`src/rtl/iomem_defs.sv`:
```
// Shared definitions for the I/O memory bridge: FSM encoding, error word and
// the SoC default peripheral window.
package iomem_defs;

    typedef enum logic [1:0] {
        ST_IDLE   = 2'd0,
        ST_ACCESS = 2'd1,
        ST_RESP   = 2'd2,
        ST_ERR    = 2'd3
    } iomem_state_e;

    localparam logic [31:0] IOMEM_ERR_RDATA = 32'hDEAD_BEEF;
    localparam logic [31:0] IOMEM_BASE_ADDR = 32'h3000_0000;
    localparam int          IOMEM_SPAN_LOG2 = 8;

endpackage

```
`src/rtl/iomem_addr_decode.sv`:
```
// Combinational window decoder: maps a byte address to a slave index and
// reports whether it falls inside the decoded window.
module iomem_addr_decode
    import iomem_defs::*;
#(
    parameter logic [31:0] BASE_ADDR  = IOMEM_BASE_ADDR,
    parameter int          SPAN_LOG2  = IOMEM_SPAN_LOG2,
    parameter int          NUM_SLAVES = 4,
    parameter int          IDX_W      = 2
) (
    input  logic [31:0]      addr_i,
    output logic [IDX_W-1:0] idx_o,
    output logic             in_window_o
);

    logic [31:0] offset;
    logic [31:0] slot;

    // The >= compare rejects addresses below the base whose offset wrapped.
    assign offset      = addr_i - BASE_ADDR;
    assign slot        = offset >> SPAN_LOG2;
    assign in_window_o = (addr_i >= BASE_ADDR) && (slot < 32'(NUM_SLAVES));
    assign idx_o       = slot[IDX_W-1:0];

endmodule

```
`src/rtl/iomem_slave_mux.sv`:
```
// CPU I/O bus to NUM_SLAVES peripheral ports: decodes, holds the slave valid
// until ready, and completes every transfer (error word on miss or timeout).
module iomem_slave_mux
    import iomem_defs::*;
#(
    parameter int          NUM_SLAVES = 4,
    parameter logic [31:0] BASE_ADDR  = IOMEM_BASE_ADDR,
    parameter int          SPAN_LOG2  = IOMEM_SPAN_LOG2,
    parameter int          TIMEOUT    = 64,
    localparam int         IDX_W      = (NUM_SLAVES > 1) ? $clog2(NUM_SLAVES) : 1,
    localparam int         CNT_W      = $clog2(TIMEOUT)
) (
    input  logic                     clk,
    input  logic                     resetn,
    input  logic                     m_valid,
    input  logic [31:0]              m_addr,
    input  logic [3:0]               m_wstrb,
    input  logic [31:0]              m_wdata,
    output logic [31:0]              m_rdata,
    output logic                     m_ready,
    output logic [NUM_SLAVES-1:0]    s_valid,
    output logic [31:0]              s_addr,
    output logic [3:0]               s_wstrb,
    output logic [31:0]              s_wdata,
    input  logic [32*NUM_SLAVES-1:0] s_rdata,
    input  logic [NUM_SLAVES-1:0]    s_ready,
    output logic                     err_flag,
    output logic [31:0]              err_addr,
    input  logic                     err_clr,
    output logic [1:0]               dbg_state,
    output logic [CNT_W-1:0]         dbg_cnt
);

    // Handshake: master holds m_valid until a one-cycle m_ready pulse; a slave
    // sees s_valid held until it raises s_ready, and s_valid drops on the edge
    // that samples s_ready, so slaves must tolerate one repeated access.

    iomem_state_e           state_q, state_d;
    logic [IDX_W-1:0]       idx_q, idx_d;
    logic [CNT_W-1:0]       cnt_q, cnt_d;
    logic                   m_ready_q, m_ready_d;
    logic [31:0]            m_rdata_q, m_rdata_d;
    logic [NUM_SLAVES-1:0]  s_valid_q, s_valid_d;
    logic [31:0]            s_addr_q, s_addr_d;
    logic [3:0]             s_wstrb_q, s_wstrb_d;
    logic [31:0]            s_wdata_q, s_wdata_d;
    logic                   err_flag_q, err_flag_d;
    logic [31:0]            err_addr_q, err_addr_d;

    logic [IDX_W-1:0]       dec_idx;
    logic                   dec_in_window;
    logic [31:0]            sel_rdata;
    logic                   sel_ready;
    logic                   accept;
    logic                   timed_out;

    iomem_addr_decode #(
        .BASE_ADDR  (BASE_ADDR),
        .SPAN_LOG2  (SPAN_LOG2),
        .NUM_SLAVES (NUM_SLAVES),
        .IDX_W      (IDX_W)
    ) u_decode (
        .addr_i      (m_addr),
        .idx_o       (dec_idx),
        .in_window_o (dec_in_window)
    );

    always_comb begin
        sel_rdata = '0;
        sel_ready = 1'b0;
        for (int i = 0; i < NUM_SLAVES; i++) begin
            if (idx_q == IDX_W'(i)) begin
                sel_rdata = s_rdata[32*i +: 32];
                sel_ready = s_ready[i];
            end
        end
    end

    // m_ready still high means the previous transfer's pulse is on the bus.
    assign accept    = (state_q == ST_IDLE) && m_valid && !m_ready_q;
    assign timed_out = (cnt_q == CNT_W'(TIMEOUT - 1));

    always_ff @(posedge clk or negedge resetn) begin
        if (!resetn) state_q <= ST_IDLE;
        else         state_q <= state_d;
    end

    always_comb begin
        state_d = state_q;
        unique case (state_q)
            ST_IDLE: begin
                if (accept) state_d = dec_in_window ? ST_ACCESS : ST_ERR;
            end
            ST_ACCESS: begin
                if (sel_ready)      state_d = ST_RESP;
                else if (timed_out) state_d = ST_ERR;
            end
            ST_RESP: state_d = ST_IDLE;
            ST_ERR:  state_d = ST_IDLE;
            default: state_d = ST_IDLE;
        endcase
    end

    always_comb begin
        idx_d      = idx_q;
        cnt_d      = cnt_q;
        m_ready_d  = 1'b0;
        m_rdata_d  = m_rdata_q;
        s_valid_d  = s_valid_q;
        s_addr_d   = s_addr_q;
        s_wstrb_d  = s_wstrb_q;
        s_wdata_d  = s_wdata_q;
        err_addr_d = err_addr_q;
        unique case (state_q)
            ST_IDLE: begin
                if (accept) begin
                    s_addr_d  = m_addr;
                    s_wstrb_d = m_wstrb;
                    s_wdata_d = m_wdata;
                    idx_d     = dec_idx;
                    cnt_d     = '0;
                    if (dec_in_window) s_valid_d = NUM_SLAVES'(1) << dec_idx;
                end
            end
            ST_ACCESS: begin
                if (sel_ready) begin
                    m_rdata_d = sel_rdata;
                    m_ready_d = 1'b1;
                    s_valid_d = '0;
                end else if (timed_out) begin
                    s_valid_d = '0;
                end else begin
                    cnt_d = cnt_q + 1'b1;
                end
            end
            ST_ERR: begin
                m_rdata_d  = IOMEM_ERR_RDATA;
                m_ready_d  = 1'b1;
                err_addr_d = s_addr_q;
            end
            default: ;
        endcase
        // A new error outranks a simultaneous clear.
        if (state_q == ST_ERR) err_flag_d = 1'b1;
        else if (err_clr)      err_flag_d = 1'b0;
        else                   err_flag_d = err_flag_q;
    end

    always_ff @(posedge clk or negedge resetn) begin
        if (!resetn) begin
            idx_q      <= '0;
            cnt_q      <= '0;
            m_ready_q  <= 1'b0;
            m_rdata_q  <= '0;
            s_valid_q  <= '0;
            s_addr_q   <= '0;
            s_wstrb_q  <= '0;
            s_wdata_q  <= '0;
            err_flag_q <= 1'b0;
            err_addr_q <= '0;
        end else begin
            idx_q      <= idx_d;
            cnt_q      <= cnt_d;
            m_ready_q  <= m_ready_d;
            m_rdata_q  <= m_rdata_d;
            s_valid_q  <= s_valid_d;
            s_addr_q   <= s_addr_d;
            s_wstrb_q  <= s_wstrb_d;
            s_wdata_q  <= s_wdata_d;
            err_flag_q <= err_flag_d;
            err_addr_q <= err_addr_d;
        end
    end

    assign m_ready   = m_ready_q;
    assign m_rdata   = m_rdata_q;
    assign s_valid   = s_valid_q;
    assign s_addr    = s_addr_q;
    assign s_wstrb   = s_wstrb_q;
    assign s_wdata   = s_wdata_q;
    assign err_flag  = err_flag_q;
    assign err_addr  = err_addr_q;
    assign dbg_state = state_q;
    assign dbg_cnt   = cnt_q;

endmodule
```
`config.mk`:
```
export PLATFORM = sky130hd
export DESIGN_NAME = iomem_slave_mux
export DESIGN_NICKNAME = d
export VERILOG_FILES = /design/src/rtl/iomem_defs.sv /design/src/rtl/iomem_addr_decode.sv /design/src/rtl/iomem_slave_mux.sv
export SDC_FILE = /design/constraint.sdc
export NUM_CORES = 1
export LEC_CHECK = 0
export ABC_CLOCK_PERIOD_IN_PS = 3670
export CELL_PAD_IN_SITES_DETAIL_PLACEMENT = 1
export CELL_PAD_IN_SITES_GLOBAL_PLACEMENT = 1
export CORE_MARGIN = 5
export CORE_UTILIZATION = 30
export CTS_BUF_LIST = sky130_fd_sc_hd__clkbuf_16
export CTS_CLUSTER_DIAMETER = 80
export CTS_CLUSTER_SIZE = 8
export DETAILED_ROUTE_END_ITERATION = 6
export PLACE_DENSITY_LB_ADDON = 0.08
export RECOVER_POWER = 50
export SYNTH_ARGS = -nofsm -noshare
export SYNTH_HDL_FRONTEND = slang
export SYNTH_SLANG_ARGS = --single-unit
```
`constraint.sdc`:
```
create_clock -name clk -period 3.67 [get_ports clk]
set_input_delay 0.734 -clock clk [delete_from_list [all_inputs] [get_ports clk]]
set_output_delay 0.734 -clock clk [all_outputs]
set_load 0.02 [all_outputs]
```
==> report_table.html <==
<table>
<tr><th>Metric</th><th>Value</th></tr>
<tr><th colspan="2">STA</th></tr>
<tr><td>Worst hold slack across all endpoints</td><td>0.465 ns</td></tr>
<tr><td>Upper clock frequency limit</td><td>349 MHz</td></tr>
<tr><td>Final critical-path setup slack</td><td>0.802 ns</td></tr>
<tr><td>Setup repair after global routing missed its margin</td><td>false</td></tr>
<tr><td>Worst Max-Slew Pin Slew</td><td>2.18 ns</td></tr>
<tr><td>Final total negative setup slack</td><td>0 ns</td></tr>
<tr><td>Total count of max-transition violations in the final report</td><td>152</td></tr>
<tr><td>Max-slew headroom</td><td>-45.7%</td></tr>
<tr><td>Number of hold violations in the final report</td><td>0</td></tr>
<tr><td>Final setup violation count</td><td>0</td></tr>
<tr><td>Final cycle utilization of the critical path</td><td>78.1%</td></tr>
<tr><td>Tmin final</td><td>2.87 ns</td></tr>
<tr><td>Final worst clock skew</td><td>0.0103 ns</td></tr>
<tr><th colspan="2">Synth</th></tr>
<tr><td>Number of enable flip-flop cells after synthesis</td><td>0</td></tr>
<tr><td>Most common library cells after synthesis</td><td>346 x sky130_fd_sc_hd__nand2_1, 146 x sky130_fd_sc_hd__dfrtp_1, 35 x sky130_fd_sc_hd__o21ai_0, 33 x sky130_fd_sc_hd__mux4_2, 28 x sky130_fd_sc_hd__nor2_1</td></tr>
<tr><td>Average footprint of a synthesized cell</td><td>9.66 sq um</td></tr>
<tr><td>Number of synthesized register bits</td><td>146</td></tr>
<tr><td>Gate Count Post-Synth</td><td>674</td></tr>
<tr><td>Net count of the mapped netlist</td><td>879</td></tr>
<tr><td>Total number of yosys warnings</td><td>0</td></tr>
<tr><td>Area share of the largest cell type after synthesis</td><td>56.1%</td></tr>
<tr><td>Most numerous cell in the Yosys netlist</td><td>sky130_fd_sc_hd__nand2_1</td></tr>
<tr><td>Leading post-synthesis cells by cell area</td><td>sky130_fd_sc_hd__dfrtp_1 56%, sky130_fd_sc_hd__nand2_1 20%, sky130_fd_sc_hd__mux4_2 11%</td></tr>
<tr><td>Number of distinct standard cells referenced by the synthesized netlist</td><td>37</td></tr>
<tr><td>Sequential fraction of the synthesis area</td><td>56.1%</td></tr>
<tr><td>Flip-flop cell with the highest count after synthesis</td><td>sky130_fd_sc_hd__dfrtp_1</td></tr>
<tr><td>Mapped cell area</td><td>0.00651 sq mm</td></tr>
<tr><td>Post-synthesis async set-or-reset flop share</td><td>100%</td></tr>
<tr><td>Cell taking the most area after synthesis</td><td>sky130_fd_sc_hd__dfrtp_1</td></tr>
<tr><th colspan="2">Floorplan</th></tr>
<tr><td>Standard-cell row count</td><td>53</td></tr>
<tr><td>Chip Height</td><td>157 microns</td></tr>
<tr><td>Area of the die</td><td>0.0247 sq mm</td></tr>
<tr><td>Initial Util</td><td>30.7%</td></tr>
<tr><td>Width of the die</td><td>157 microns</td></tr>
<tr><td>I/O Pins</td><td>350</td></tr>
<tr><td>Core Region</td><td>0.0212 sq mm</td></tr>
<tr><th colspan="2">Routing</th></tr>
<tr><td>Final wirelength</td><td>25100 microns</td></tr>
<tr><td>Count of nets left with antenna violations after detail routing</td><td>0</td></tr>
<tr><td>Vias after detailed routing</td><td>6076</td></tr>
<tr><td>Number of detailed-route iterations in the first pass</td><td>4</td></tr>
<tr><td>Violation count after the first detailed-routing iteration</td><td>267</td></tr>
<tr><td>Average via count per standard cell</td><td>4.67</td></tr>
<tr><td>Number of remaining DRC errors</td><td>0</td></tr>
<tr><td>WL/cell</td><td>19.3 microns</td></tr>
<tr><th colspan="2">Finish</th></tr>
<tr><td>Fill cells</td><td>2409</td></tr>
<tr><td>Nets@finish</td><td>1217</td></tr>
<tr><td>Number of inserted diodes</td><td>0</td></tr>
<tr><td>Number of standard cells in the final layout excluding fillers</td><td>1300</td></tr>
<tr><td>Share of post-route cells with drive strength above 1</td><td>8.39%</td></tr>
<tr><td>Layout area overhead</td><td>66.8%</td></tr>
<tr><th colspan="2">Setup path</th></tr>
<tr><td>WP data arrival</td><td>3.16 ns</td></tr>
<tr><td>Depth of the worst register-to-register path</td><td>4</td></tr>
<tr><td>Endpoint of the worst setup timing path</td><td>dbg_cnt[3]</td></tr>
<tr><td>Nature of the critical path endpoint</td><td>register</td></tr>
<tr><td>Worst reg2reg setup slack</td><td>1.03 ns</td></tr>
<tr><td>Crit Reg-Reg Endpoint</td><td>dbg_cnt[3]</td></tr>
<tr><td>Type of origin of the critical path</td><td>input pin</td></tr>
<tr><td>Reg-to-reg startpoint</td><td>dbg_state[0]</td></tr>
<tr><td>Critical path launch point</td><td>m_valid</td></tr>
<tr><td>Setup CP Type</td><td>in -&gt; reg</td></tr>
<tr><td>Ordered list of cells on the worst path</td><td>dlygate4sd3_1, or4b_1, clkbuf_2, o211ai_1, nand2_1</td></tr>
<tr><td>Data required time of the worst path</td><td>3.96 ns</td></tr>
<tr><td>Critical path's slowest cell</td><td>sky130_fd_sc_hd__clkbuf_2</td></tr>
<tr><td>Worst Path Max Fanout</td><td>71</td></tr>
<tr><td>Largest incremental delay on the critical path</td><td>0.85 ns</td></tr>
<tr><th colspan="2">Clock network</th></tr>
<tr><td>Number of buffers created by CTS</td><td>17</td></tr>
<tr><td>Clock-pin transition on the worst setup and hold timing paths</td><td>0.07 ns</td></tr>
<tr><td>Worst-Skew Late Latency</td><td>0.42 ns</td></tr>
<tr><td>Number of clock sinks</td><td>146</td></tr>
<tr><td># hold bufs at CTS</td><td>0</td></tr>
<tr><td>Clock tree buffer depth</td><td>2</td></tr>
<tr><td>Clock tree from TritonCTS</td><td>yes</td></tr>
<tr><td>Depth of the CTS H-tree</td><td>4</td></tr>
<tr><td>Post-cts repair resize count</td><td>0</td></tr>
<tr><td>Buffers inserted by post-CTS timing repair</td><td>0</td></tr>
<tr><td>Clock Root Buffer</td><td>sky130_fd_sc_hd__clkbuf_16</td></tr>
<tr><th colspan="2">Hold path</th></tr>
<tr><td>Min-delay worst type</td><td>reg -&gt; reg</td></tr>
<tr><th colspan="2">Global route</th></tr>
<tr><td>First-pass GRT wire length</td><td>38200 microns</td></tr>
<tr><td>Number of global-route vias before repair</td><td>6552</td></tr>
<tr><td>Overall track demand over capacity in global routing</td><td>20.2%</td></tr>
<tr><td>Antenna violations before repair</td><td>0</td></tr>
<tr><td>Congestion Overflow GR</td><td>0</td></tr>
<tr><td>Maximum number of pins on one net before global-route repair</td><td>80</td></tr>
<tr><th colspan="2">Pwr</th></tr>
<tr><td>Lkg Pwr</td><td>0.00497 uW</td></tr>
<tr><td>Power per cell area</td><td>843 mW/mm^2</td></tr>
<tr><td>Max rail drop VDD</td><td>0.458 mV</td></tr>
<tr><th colspan="2">Outcome</th></tr>
<tr><td>Run status</td><td>finished with violations</td></tr>
<tr><td>Violations in the final reports</td><td>capacitance limit, slew limit</td></tr>
<tr><th colspan="2">Run</th></tr>
<tr><td>Max Cap Violations</td><td>3</td></tr>
<tr><th colspan="2">Place</th></tr>
<tr><td>Worst setup timing slack at the placement stage</td><td>0.513 ns</td></tr>
<tr><td>Placer's final routability congestion estimate</td><td>0.752</td></tr>
<tr><td>Post-DP HPWL</td><td>19000 microns</td></tr>
<tr><td>Number of buffer cells added on primary ports</td><td>349</td></tr>
<tr><td>Total placed cells including tap cells</td><td>1268</td></tr>
</table>
## report_power, final
group | total [uW] | internal, uW | switching, uW | leakage (uW)
registers | 2780 | 2330 | 445 | 0.00184
clock network | 1730 | 1010 | 720 | 0.000277
logic | 4650 | 2100 | 2550 | 0.00285
## logic make-up after synthesis
| family | after synthesis | synth area share, % |
|---|---|---|
| DFF | 146 | 56.1 |
| xor gates and xnor gates | 1 | 0.135 |
| and+or+nand+nor | 397 | 23.9 |
| AOI/OAI and AO/OA | 47 | 4.27 |
| adders and majority gates | 1 | 0.192 |
| muxes | 38 | 12.5 |
| buffers and inverters | 44 | 2.84 |
## registers in the layout, summed over array words and instances (netlist names)
register / flops
err_addr: 32
m_rdata: 32
s_wdata: 32
s_addr: 31
dbg_cnt: 6
s_valid: 4
s_wstrb: 4
dbg_state: 2
err_flag: 1
idx_q: 1
m_ready: 1
## final cells by class
| cell class | instances | area (sq um) | share of cell area, % |
|---|---|---|---|
| clock buffer | 17 | 425 | 3.92 |
| clock inverter | 15 | 158 | 1.45 |
| inverter | 3 | 11.3 | 0.104 |
| multi-input combinational | 484 | 2690 | 24.7 |
| sequential | 146 | 3650 | 33.7 |
| tap | 275 | 344 | 3.17 |
| timing repair buffer | 360 | 3580 | 32.9 |
## cell usage in the layout (no fill, tap or decap), drive strengths merged, types with 4 or more instances in the layout
master	netlist	final
clkinvlp	0	4
dfrtp	146	146
inv	3	8
clkdlybuf4s50	0	320
dlygate4sd3	0	28
o21ai	37	37
mux2	5	5
nand3	4	4
clkinv	0	4
buf	18	9
nor2	28	28
clkbuf	23	20
nand2	346	346
mux4	33	33
## layer usage
metal / global-route usage [%] / routed length, microns / vias up
met3: 7.42 / 2430 / 29
met4: 6.06 / 497 / 0
met1: 24.0 / 9720 / 2931
met2: 34.3 / 12500 / 230
met5: 0 / 0 / -
li1: - / - / 2886
## worst max-delay path: cells and delay by family
kind,cells,cell delay (ns)
AOI/OAI and AO/OA,1,0.36
buffers and inverters,2,1.40
and+or+nand+nor,2,0.57
## worst min path at each step
stage | from | endpoint | depth (start not counted)
2_1_floorplan | resetn | dbg_cnt[0] | 0
3_3_place_gp | s_wdata[27] | s_wdata[27] | 2
3_5_place_dp | s_wdata[0] | s_wdata[0] | 2
4_1_cts | resetn | err_addr[18] | 1
5_1_grt | err_addr[0] | err_addr[0] | 2
6_report | s_wdata[11] | s_wdata[11] | 2
## per-stage QoR
stage                     area [sq um]  total power (uW)  utilization (%)
after floorplan                   6510              5230                -
after global placement           10300              7520             48.5
after detailed placement         10300              7620             48.5
after CTS                        10900              9390             51.3
after global routing             10900              9790             51.2
final                            10900              9150             51.2
Power figures use the tool's default switching activity.
